==> config.mk <==
export PLATFORM = sky130hd
export DESIGN_NAME = mem_arbiter
export DESIGN_NICKNAME = d
export VERILOG_FILES = /design/src/rtl/mem_arbiter.sv
export SDC_FILE = /design/constraint.sdc
export NUM_CORES = 1
export LEC_CHECK = 0
export ABC_AREA = 1
export CAP_MARGIN = 20
export CORE_ASPECT_RATIO = 1.4
export CORE_MARGIN = 2
export CORE_UTILIZATION = 37
export DETAILED_ROUTE_END_ITERATION = 8
export PLACE_DENSITY = 0.85
export SYNTH_ARGS = -nofsm -noshare
export SYNTH_HDL_FRONTEND = slang
export SYNTH_SLANG_ARGS = --single-unit
==> constraint.sdc <==
create_clock -name clock -period 4.65 [get_ports clock]
set_clock_uncertainty 0.15 [all_clocks]
set_input_delay 1.1625 -clock clock [delete_from_list [all_inputs] [get_ports clock]]
set_output_delay 1.1625 -clock clock [all_outputs]
set_load 0.1 [all_outputs]
==> src/rtl/mem_arbiter.sv <==
// Shares the single Hack Memory port between the CPU data port (requester 0)
// and a DMA/program-loader engine (requester 1) using round-robin with a bounded burst lock.
module mem_arbiter #(
  parameter int BURST_MAX = 4,
  parameter bit CPU_FIRST = 1'b1
) (
  input  logic        clock,
  input  logic        reset,
  input  logic        req0,
  input  logic        we0,
  input  logic [14:0] addr0,
  input  logic [15:0] wdata0,
  output logic        gnt0,
  output logic        ack0,
  output logic [15:0] rdata0,
  output logic        hold0,
  input  logic        req1,
  input  logic        we1,
  input  logic [14:0] addr1,
  input  logic [15:0] wdata1,
  input  logic        lock1,
  output logic        gnt1,
  output logic        ack1,
  output logic [15:0] rdata1,
  output logic        mem_load,
  output logic [14:0] mem_addr,
  output logic [15:0] mem_in,
  input  logic [15:0] mem_out
);

  typedef enum logic [1:0] {IDLE, SERVE0, SERVE1} state_t;

  localparam logic [3:0] BURST_LIMIT = 4'(BURST_MAX);

  state_t     state, next_state;
  logic [3:0] burst_cnt, next_burst_cnt;
  logic       last_served, next_last_served;

  // Every grant lasts one cycle and is followed by IDLE, which is also the ack
  // cycle, so arbitration only ever happens in IDLE.
  always_comb begin
    next_state       = IDLE;
    next_burst_cnt   = burst_cnt;
    next_last_served = last_served;
    if (state == IDLE) begin
      if (req0 && req1) begin
        if (lock1 && last_served && (burst_cnt < BURST_LIMIT)) begin
          next_state     = SERVE1;
          next_burst_cnt = burst_cnt + 4'd1;
        end else if (last_served) begin
          next_state = SERVE0;
        end else begin
          next_state = SERVE1;
        end
      end else if (req0) begin
        next_state = SERVE0;
      end else if (req1) begin
        next_state = SERVE1;
      end

      if (next_state == SERVE0) begin
        next_burst_cnt   = 4'd0;
        next_last_served = 1'b0;
      end else if (next_state == SERVE1) begin
        next_last_served = 1'b1;
      end
    end
  end

  always_ff @(posedge clock or negedge reset) begin
    if (!reset) begin
      state       <= IDLE;
      burst_cnt   <= 4'd0;
      last_served <= CPU_FIRST;
    end else begin
      state       <= next_state;
      burst_cnt   <= next_burst_cnt;
      last_served <= next_last_served;
    end
  end

  // Read data is captured at the end of the grant cycle; ack follows one cycle later.
  always_ff @(posedge clock or negedge reset) begin
    if (!reset) begin
      ack0   <= 1'b0;
      ack1   <= 1'b0;
      rdata0 <= 16'h0000;
      rdata1 <= 16'h0000;
    end else begin
      ack0 <= (state == SERVE0);
      ack1 <= (state == SERVE1);
      if (state == SERVE0) rdata0 <= mem_out;
      if (state == SERVE1) rdata1 <= mem_out;
    end
  end

  always_comb begin
    mem_load = 1'b0;
    mem_addr = 15'h0000;
    mem_in   = 16'h0000;
    case (state)
      SERVE0: begin
        mem_load = we0;
        mem_addr = addr0;
        mem_in   = wdata0;
      end
      SERVE1: begin
        mem_load = we1;
        mem_addr = addr1;
        mem_in   = wdata1;
      end
      default: begin
        mem_load = 1'b0;
        mem_addr = 15'h0000;
        mem_in   = 16'h0000;
      end
    endcase
  end

  assign gnt0  = (state == SERVE0);
  assign gnt1  = (state == SERVE1);
  assign hold0 = req0 & ~ack0;

endmodule

**Word-level counts from Yosys, hierarchy flattened**

Cells that the tools add are included.

- Bitwise gates (word level): 2
- Reductions and logical operators: 9
- Magnitude comparators: 1
- Muxes and demuxes: 15
- Eq/ne operators: 4
- Add/sub/neg operators: 1

Operator list:

| operator | count |
|---|---|
| 16-bit one-hot mux with 2 select lines | 1 |
| 15-bit one-hot mux with 2 select lines | 1 |
| 2-bit two-way mux | 7 |
| 4-bit two-way mux | 3 |
| 2-bit nonzero test | 3 |
| 4-bit by 1-bit adder with 4-bit output, second input constant | 1 |
| 2-bit by 1-bit == test with 1-bit output, second input constant | 2 |
| 2-bit == test, second input constant | 2 |
| 4-bit by 3-bit less-than comparator with 1-bit output, second input constant | 1 |
| 1-bit logical AND | 3 |
| 3-bit AND reduction | 1 |
| 2-bit logical NOT | 1 |
| 1-bit two-way mux | 2 |
| 1-bit one-hot mux with 2 select lines | 1 |
| 2-bit AND reduction | 1 |
| 1-bit bitwise AND | 1 |
| 1-bit NOT | 1 |

- Input port bits: 85
- Flip-flop bits (word level): 41

**Longest topological paths before layout**

Gate-level depths: netlist of run 1.

- Depth after elaboration: 8
- Gate-level depth with buffers: 13

**Worst setup path after synthesis of run 1**

OpenSTA, ideal clock, no wires.

- Path kind: flip-flop to output port
- From: register state[1]
- To: output mem_addr[6]
- Required time: 3.338 ns
- Setup slack: 0.082 ns
- Stages on the path, launching flop included: 7
- Arrival: 3.255 ns
- Path buffers: 2
- Cells stage by stage: dfrtp_1 -> inv_1 -> ha_1 -> buf_4 -> buf_6 -> nand2_1 -> a21oi_1

- Word-level cells in the longest chain between the ends: 2
- Elaborated cells on any way between the ends: 3
- Those cells by class: eq/ne: 2; mux: 1

Ends and longest elaborated chain:

| what | line | RTL |
|---|---|---|
| start: declaration | 35 | `state_t state, next_state;` |
| start signal: assignment | 76 | `state <= next_state;` |
| 2-bit by 1-bit == test with 1-bit output | - |  |
| via gnt0 | 13 | `output logic gnt0,` |
| 15-bit one-hot mux with 2 select lines | 101 | `case (state)` |
| end: declaration | 26 | `output logic [14:0] mem_addr,` |

The timed path passes the listed nets, and every way through them passes these cells.

**Worst setup path after layout of run 1**

- From: input wdata1[4]
- To: output mem_in[4]

- Word-level cells in the longest chain between the ends: 1

Ends and longest elaborated chain:

| what | line | RTL |
|---|---|---|
| start: declaration | 20 | `input logic [15:0] wdata1,` |
| 16-bit one-hot mux with 2 select lines | 101 |  |
| end: declaration | 27 | `output logic [15:0] mem_in,` |

No other way between the ends.

==> reports/qor.txt, run 1 <==
crit path max fanout -> 1
status -> finished clean
setup tns final -> 0 ps
# setup viols final -> 0
DRT Pass-1 Iters -> 4
top cells by area, synth -> dfrtp_1 (47%), mux2_2 (17%), nand2_1 (14%)
Detail Route Antenna Nets -> 0
Cell Rows -> 32
GP Congestion -> 0.749
Max-slew headroom -> 31.7%
worst r2r dst -> rdata1[0]$_DFFE_PN0N_
largest net degree at the start of global routing -> 45
GR Overflow Total -> 0
hold_buf cts -> 0
I/O Buffers -> 153
delay-heaviest family, CP -> buffers and inverters
n_diodes -> 0
startpoint types -> primary input
sequential area share after synthesis -> 48.5%
Avg WL per Cell -> 14.6 um
Fin. Hold Viols -> 0
dpl hpwl -> 5160 um
CTS tree -> yes
Clock Sinks -> 41
Worst-Skew Late Latency -> 280 ps
Syn Inst Count -> 231
RSZ-0062 raised after global routing -> no
crit end category -> output pin
CP cell instances -> clkdlybuf4s50_1 > nand2_1 > a21oi_1 > buf_4
Arr. time, crit path -> 2230 ps
Max Clock Freq -> 283 MHz
die width -> 67.9 um
Synth Register Bits -> 41
Synth top area share -> 47.3%
fin nets -> 470
internal reg-to-reg setup slack -> 2520 ps
hold path cells -> 2
FILL cells -> 459
post-synth cell types -> 16
Synth Flop Type -> dfrtp_1
Mapped Nets -> 321
Synth area leader -> dfrtp_1
DRC -> 0
Period minus WS final -> 3540 ps
post-CTS sizing -> 0
mapped cell area -> 2120 um2
Post-Route WL -> 6550 um
first-pass GRT wire length -> 9690 um
Max-cap violations -> 0
io pins -> 154
min-delay src -> burst_cnt[3]$_DFFE_PN0P_
initial DRC count -> 26
Starting Density -> 38.3%
Root Buffer -> clkbuf_8
CTS buffer count -> 5
initial antenna violation count -> 0
met2 routed WL -> 3320 um
vias in the first global route -> 2142
Metal-1 WL -> 2230 um
most frequent cells after synthesis -> nand2_1 (81), dfrtp_1 (40), a21oi_1 (33)
Die Ht -> 93.5 um
H-Tree Depth -> 2
Die ar. -> 6350 um2
Tcrit/Tclk final -> 76.1%
Worst Hold End -> burst_cnt[3]$_DFFE_PN0P_
# Post-CTS Setup Buffers -> 0
WP buf/inv -> 2
FF-to-FF Start -> state[0]$_DFF_PN0_
Min-Delay Path Class -> reg -> reg
via/cell ratio -> 4.84
area growth from synthesis to layout -> 74.1%
Pins Over Slew Limit -> 0
CP Class -> in -> out
max incr delay on CP -> 470 ps
most frequent cell after synthesis -> nand2_1
Post-synth EDFFs -> 0
met3 routed WL -> 920 um
worst slew pin tran -> 1020 ps
GRT Resource Usage Total -> 20.0%
syn avg cell area -> 9.16 um2
CTS Buffer Depth -> 2
DR vias -> 2174
core area -> 5530 um2
YS warnings -> 0
R2R depth -> 4
Clk pin slew, worst setup/hold paths -> 80 ps
fraction of final layout cells sized beyond drive strength 1 -> 21.5%
Worst EP required -> 3340 ps
asr flop ratio synth -> 100%
crit path max-delay cell type -> clkdlybuf4s50_1
Top Metal Used -> met4
==> logic make-up (layout without fill, tap and decap cells) <==
logic type / after synthesis / in the layout / synth area share, %
AND/OR/NAND/NOR: 97 / 97 / 18.0
flip-flops: 41 / 41 / 48.5
AO/OA/AOI/OAI: 33 / 33 / 7.80
multiplexers: 32 / 32 / 17.0
buffers and inverters: 23 / 173 / 5.67
adder cells (fa/ha/maj): 5 / 5 / 2.96
==> flip-flops by register name, indices dropped and copies added (netlist names) <==
name and cells:
state 2, rdata0 16, ack1 1, last_served 1, ack0 1, burst_cnt 4, rdata1 16
==> layer usage <==
metal  vias to the layer above  GRT usage [%]
met5                         -              0
met2                       110           35.9
met4                         0           4.50
li1                       1050              -
met3                         9           8.66
met1                      1005           21.0
==> final cells by class <==
| class | count | area (um2) | share of cell area (%) |
|---|---|---|---|
| multi-input combinational | 167 | 975 | 26.4 |
| clock buffer | 6 | 72.6 | 1.97 |
| timing repair buffer | 155 | 1450 | 39.4 |
| clock inverter | 2 | 35.0 | 0.950 |
| inverter | 10 | 37.5 | 1.02 |
| tap | 68 | 85.1 | 2.31 |
| sequential | 41 | 1030 | 27.9 |
==> layout by cell type (no fill, tap or decap), types with 3 or more instances in the layout <==
master	synthesis	final
a21oi_1	33	33
buf_4	4	37
clkbuf_8	0	5
clkdlybuf4s50_1	0	117
dfrtp_1	40	40
ha_1	5	3
inv_1	10	10
mux2_2	32	32
nand2_1	81	81
nand4_1	3	3
nor2_1	10	10
==> worst max path at each step <==
stage,cells past startpoint,startpoint,slack (ps),to
final,4,wdata1[4],1110,mem_in[4]
after global placement,4,wdata1[11],1120,mem_in[11]
after CTS,5,state[0]$_DFF_PN0_,1080,mem_in[4]
after detailed placement,4,wdata0[11],1100,mem_in[11]
after global routing,5,state[0]$_DFF_PN0_,950,mem_in[0]
after floorplan,6,state[1]$_DFF_PN0_,80,mem_addr[6]
==> per-stage QoR <==
step	util [%]	instance area (um2)	hold WS [ps]	setup slack, ps	std cells
6_report	66.7	3690	338	1110	449
2_1_floorplan	-	2120	287	82.5	231
3_3_place_gp	64.8	3580	300	1120	441
4_1_cts	66.7	3690	339	1080	449
3_5_place_dp	64.8	3580	318	1100	441
5_1_grt	66.7	3690	351	949	449
==> worst reg2reg max path: stages (launching register included) <==
cell     delay, ps
dfrtp_1        390
inv_1           80
ha_2           750
buf_4          300
mux2_2         340
Power of run 1 is left out: the tool's default activity adds up to more than one toggle a clock period on the data nets, which glitch-free logic cannot reach.
==> run 2, diff against run 1 <==
--- a/config.mk
+++ b/config.mk
@@ -9,9 +9,9 @@
 export CAP_MARGIN = 20
 export CORE_ASPECT_RATIO = 1.4
 export CORE_MARGIN = 2
-export CORE_UTILIZATION = 37
+export CORE_UTILIZATION = 31
 export DETAILED_ROUTE_END_ITERATION = 8
-export PLACE_DENSITY = 0.85
+export PLACE_DENSITY = 0.76
 export SYNTH_ARGS = -nofsm -noshare
 export SYNTH_HDL_FRONTEND = slang
 export SYNTH_SLANG_ARGS = --single-unit
==> constraint.sdc (replaced) <==
create_clock -name clock -period 2.9 [get_ports clock]
set_clock_uncertainty 0.15 [all_clocks]
set_input_delay 0.725 -clock clock [delete_from_list [all_inputs] [get_ports clock]]
set_output_delay 0.725 -clock clock [all_outputs]
set_load 0.1 [all_outputs]
==> run 2 against run 1 <==
Die area is 18% higher. Routed wire length is 5.3% higher. Core utilization is 1.6 points higher. Design area is 22% higher. Count of clock-buffer cells in the layout is 1 lower. Non-clock buffer count is 3 higher. First-iteration DRC count is 73% higher. Global-route usage is 2.2 points lower. Worst hold slack worse by 18 ps. Largest cell class unchanged.
==> reports/qor.txt, run 2 (synthesis gave the netlist of run 1 again) <==
CP endpoint -> mem_in[7]
vias in the first global route -> 2293
post-CTS sizing -> 0
FF-to-FF Start -> state[1]$_DFF_PN0_
Cell Rows -> 35
fraction of final layout cells sized beyond drive strength 1 -> 40.1%
Clk pin slew, worst setup/hold paths -> 80 ps
R2R depth -> 5
CP Class -> reg -> out
met3 routed WL -> 520 um
CTS Buffer Depth -> 2
Post-Route WL -> 6900 um
crit path max fanout -> 22
I/O Buffers -> 153
most frequent cells in the layout -> clkdlybuf4s50_1 (83), nand2_1 (81), dfrtp_1 (40)
Root Buffer -> clkbuf_8
GP Congestion -> 0.763
DR vias -> 2185
initial antenna violation count -> 0
# Post-CTS Setup Buffers -> 0
GR Overflow Total -> 0
Max-cap violations -> 0
CTS tree -> yes
die width -> 73.8 um
largest net degree at the start of global routing -> 43
pre-CTS WS -> 338 ps
Min-Delay Path Class -> reg -> reg
worst r2r dst -> rdata0[14]$_DFFE_PN0N_
Metal-1 WL -> 2580 um
Die ar. -> 7520 um2
n_diodes -> 0
via/cell ratio -> 4.59
RSZ-0062 raised after global routing -> no
internal reg-to-reg setup slack -> 990 ps
Die Ht -> 102 um
startpoint types -> flip-flop
io pins -> 154
Pins Over Slew Limit -> 0
dpl hpwl -> 5350 um
initial DRC count -> 45
Max-slew headroom -> 41.4%
status -> finished clean
Tcrit/Tclk final -> 94.0%
Arr. time, crit path -> 1850 ps
crit path launch -> state[1]$_DFF_PN0_
Clock Sinks -> 41
area growth from synthesis to layout -> 113%
worst slew pin tran -> 878 ps
Fin. Hold Viols -> 0
H-Tree Depth -> 2
GRT Resource Usage Total -> 17.9%
Min Hold Slack -> 320 ps
DRT Pass-1 Iters -> 4
Max Clock Freq -> 367 MHz
setup slack after layout -> 175 ps
Avg WL per Cell -> 14.5 um
DRC -> 0
commonest non-fill, non-tap cell in the layout -> clkdlybuf4s50_1
Worst-Skew Late Latency -> 290 ps
# setup viols final -> 0
Starting Density -> 32.0%
Worst EP required -> 2030 ps
setup tns final -> 0 ps
Regs by FF count -> rdata0: 16 flops, rdata1: 16 flops, burst_cnt: 4 flops
met2 routed WL -> 3740 um
Period minus WS final -> 2720 ps
hold_buf cts -> 0
Top Metal Used -> met4
core area -> 6610 um2
first-pass GRT wire length -> 10500 um
crit end category -> output pin
fin nets -> 473
CTS buffer count -> 5
Detail Route Antenna Nets -> 0
==> run 2: final cells by class <==
| cell class | count | area, um2 |
|---|---|---|
| well taps | 92 | 115 |
| inverters | 10 | 37.5 |
| flip-flops and latches | 41 | 1030 |
| clock buffers | 5 | 68.8 |
| repair buffers | 158 | 1860 |
| clock inverters | 3 | 46.3 |
| fillers | 501 | 2100 |
| multi-input cells | 167 | 1360 |
==> run 2: how the worst min path moves through the flow <==
stage | startpoint | endpoint | slack, ps | depth (start not counted)
floorplan | reset | ack0$_DFF_PN0_ | 280 | 0
global placement | burst_cnt[3]$_DFFE_PN0P_ | burst_cnt[3]$_DFFE_PN0P_ | 300 | 2
detailed placement | burst_cnt[3]$_DFFE_PN0P_ | burst_cnt[3]$_DFFE_PN0P_ | 300 | 2
CTS | burst_cnt[3]$_DFFE_PN0P_ | burst_cnt[3]$_DFFE_PN0P_ | 320 | 2
global route | burst_cnt[3]$_DFFE_PN0P_ | burst_cnt[3]$_DFFE_PN0P_ | 350 | 2
finish | burst_cnt[3]$_DFFE_PN0P_ | burst_cnt[3]$_DFFE_PN0P_ | 320 | 2
==> run 2: worst max-delay path, stage by stage, from the launching register on <==
cell	delay, ps
dfrtp_1	410
inv_1	120
ha_4	330
buf_16	210
nand2_1	110
a21oi_4	180
buf_12	190
==> run 2: metal layers <==
metal  track usage, %  up-vias
met5                0        -
met4             4.76        0
met3             4.08        6
met2             34.0       97
met1             19.3     1027
li1                 -     1055
==> run 2: metrics by stage <==
stage,instances,cell area (um2),utilization [%]
finish,476,4510,68.3
detailed placement,467,4370,66.1
floorplan,231,2500,-
global placement,467,4370,66.1
CTS,475,4490,67.9
global route,476,4510,68.3
Power of run 2 is left out for the same reason.
==> run 3, diff against run 2 <==
--- a/config.mk
+++ b/config.mk
@@ -8,7 +8,6 @@
 export ABC_AREA = 1
 export CAP_MARGIN = 20
 export CORE_ASPECT_RATIO = 1.4
-export CORE_MARGIN = 2
 export CORE_UTILIZATION = 31
 export DETAILED_ROUTE_END_ITERATION = 8
 export PLACE_DENSITY = 0.76
==> run 3 against run 2 <==
Worst hold slack better by 5.4 ps. Die area down 4.6%. Via count rose by 0.50%. Design area is 0.69% lower. Sequential cell count unchanged. Critical path type unchanged. Register-to-register slack better by 40 ps. Non-clock buffer count stayed put. Count of clock-buffer cells in the layout stayed put. Global-route usage up 0.74 points. Core utilization shrank 0.47 points. First-iteration DRC count up 38%. Critical path depth down 1. Critical endpoint is now mem_addr[4].
==> reports/qor.txt, run 3 (synthesis gave the netlist of run 1 again) <==
delay-heaviest family, CP -> adder cells
first-pass GRT wire length -> 10600 um
Top Metal Used -> met4
Avg WL per Cell -> 13.9 um
I/O Buffers -> 153
vias in the first global route -> 2268
Die Ht -> 99.8 um
GP Congestion -> 0.742
commonest non-fill, non-tap cell in the layout -> clkdlybuf4s50_1
H-Tree Depth -> 2
startpoint types -> flip-flop
worst r2r dst -> burst_cnt[0]$_DFFE_PN0P_
Regs by FF count -> rdata0: 16 flops, rdata1: 16 flops, burst_cnt: 4 flops
# setup viols final -> 0
initial antenna violation count -> 0
Detail Route Antenna Nets -> 0
fin area -> 4480 um2
via/cell ratio -> 4.62
Cell Rows -> 35
Pins Over Slew Limit -> 0
max incr delay on CP -> 450 ps
status -> finished clean
Clk pin slew, worst setup/hold paths -> 70 ps
CTS tree -> yes
Clock Sinks -> 41
largest net degree at the start of global routing -> 42
GR Overflow Total -> 0
internal reg-to-reg setup slack -> 1030 ps
post-CTS sizing -> 0
Period minus WS final -> 2740 ps
die width -> 71.8 um
Max-cap violations -> 0
Metal-1 WL -> 2500 um
dpl hpwl -> 5120 um
Worst Hold End -> burst_cnt[3]$_DFFE_PN0P_
CP Class -> reg -> out
n_diodes -> 0
# Post-CTS Setup Buffers -> 0
CP cell instances -> inv_1 > ha_4 > nand2_1 > a21oi_4 > buf_12
met3 routed WL -> 586 um
Root Buffer -> clkbuf_8
R2R depth -> 13
Fin. Hold Viols -> 0
worst slew pin tran -> 881 ps
crit end category -> output pin
FF-to-FF Start -> last_served$_DFFE_PN1P_
initial DRC count -> 62
Min-Delay Path Class -> reg -> reg
Tcrit/Tclk final -> 94.6%
fin nets -> 473
Worst-Skew Late Latency -> 280 ps
crit path max fanout -> 38
io pins -> 154
FILL cells -> 498
post-layout util -> 67.8%
DRC -> 0
min-delay src -> burst_cnt[3]$_DFFE_PN0P_
RSZ-0062 raised after global routing -> no
Worst EP required -> 2030 ps
most frequent cells in the layout -> clkdlybuf4s50_1 (83), nand2_1 (81), dfrtp_1 (40)
GRT Resource Usage Total -> 18.6%
Max Clock Freq -> 364 MHz
Arr. time, crit path -> 1870 ps
hold_buf cts -> 0
DR vias -> 2196
Max-slew headroom -> 41.3%
DRT Pass-1 Iters -> 4
crit path max-delay cell type -> ha_4
Post-Route WL -> 6620 um
CTS Buffer Depth -> 2
CTS buffer count -> 5
met2 routed WL -> 3460 um
fraction of final layout cells sized beyond drive strength 1 -> 39.9%
Starting Density -> 32.0%
Die ar. -> 7170 um2
core area -> 6610 um2
hold path cells -> 2
WP buf/inv -> 2
area growth from synthesis to layout -> 112%
Cell Area, Placed -> 4380 um2
[run 3: cell count changes in the layout (fill, tap and decap cells not counted), sizes merged]
cell,delta
clkinvlp,-1
[run 3: area by class of cell]
cell class	instances	area [um2]	area share, %
Timing Repair Buffer	158	1840	41.1
Multi-Input combinational cell	167	1360	30.3
Sequential cell	41	1030	22.9
Tap cell	92	115	2.57
Clock buffer	5	68.8	1.54
Inverter	10	37.5	0.837
Clock inverter	2	35.0	0.781
[run 3: per-layer routing]
layer / up-vias / GRT usage (%)
li1: 1052 / -
met1: 1033 / 20.6
met2: 104 / 34.4
met3: 7 / 4.82
met4: 0 / 5.58
met5: - / 0
[run 3: worst max-delay path by stage]
stage | startpoint | to | slack, ps | cells past startpoint
after global routing | state[1]$_DFF_PN0_ | mem_in[10] | 50 | 5
final | state[1]$_DFF_PN0_ | mem_addr[4] | 160 | 5
after global placement | wdata0[14] | mem_in[14] | 340 | 4
after CTS | state[1]$_DFF_PN0_ | mem_addr[4] | 120 | 5
after floorplan | state[0]$_DFF_PN0_ | mem_addr[0] | -20 | 5
after detailed placement | addr0[4] | mem_addr[4] | 340 | 4
[run 3: tightest hold or removal path, stage by stage (launching register included)]
cell	delay [ps]
dfrtp_1	350
nand2_1	60
inv_1	40
[run 3: per-stage QoR]
step,hold WS [ps],worst slack [ps],TNS (ps),std cells
6_report,325,156,0,475
5_1_grt,367,47.0,0,475
4_1_cts,334,124,0,475
3_5_place_dp,314,345,0,468
3_3_place_gp,304,345,0,468
2_1_floorplan,279,-21.1,-634,231
Power of run 3 is left out for the same reason.
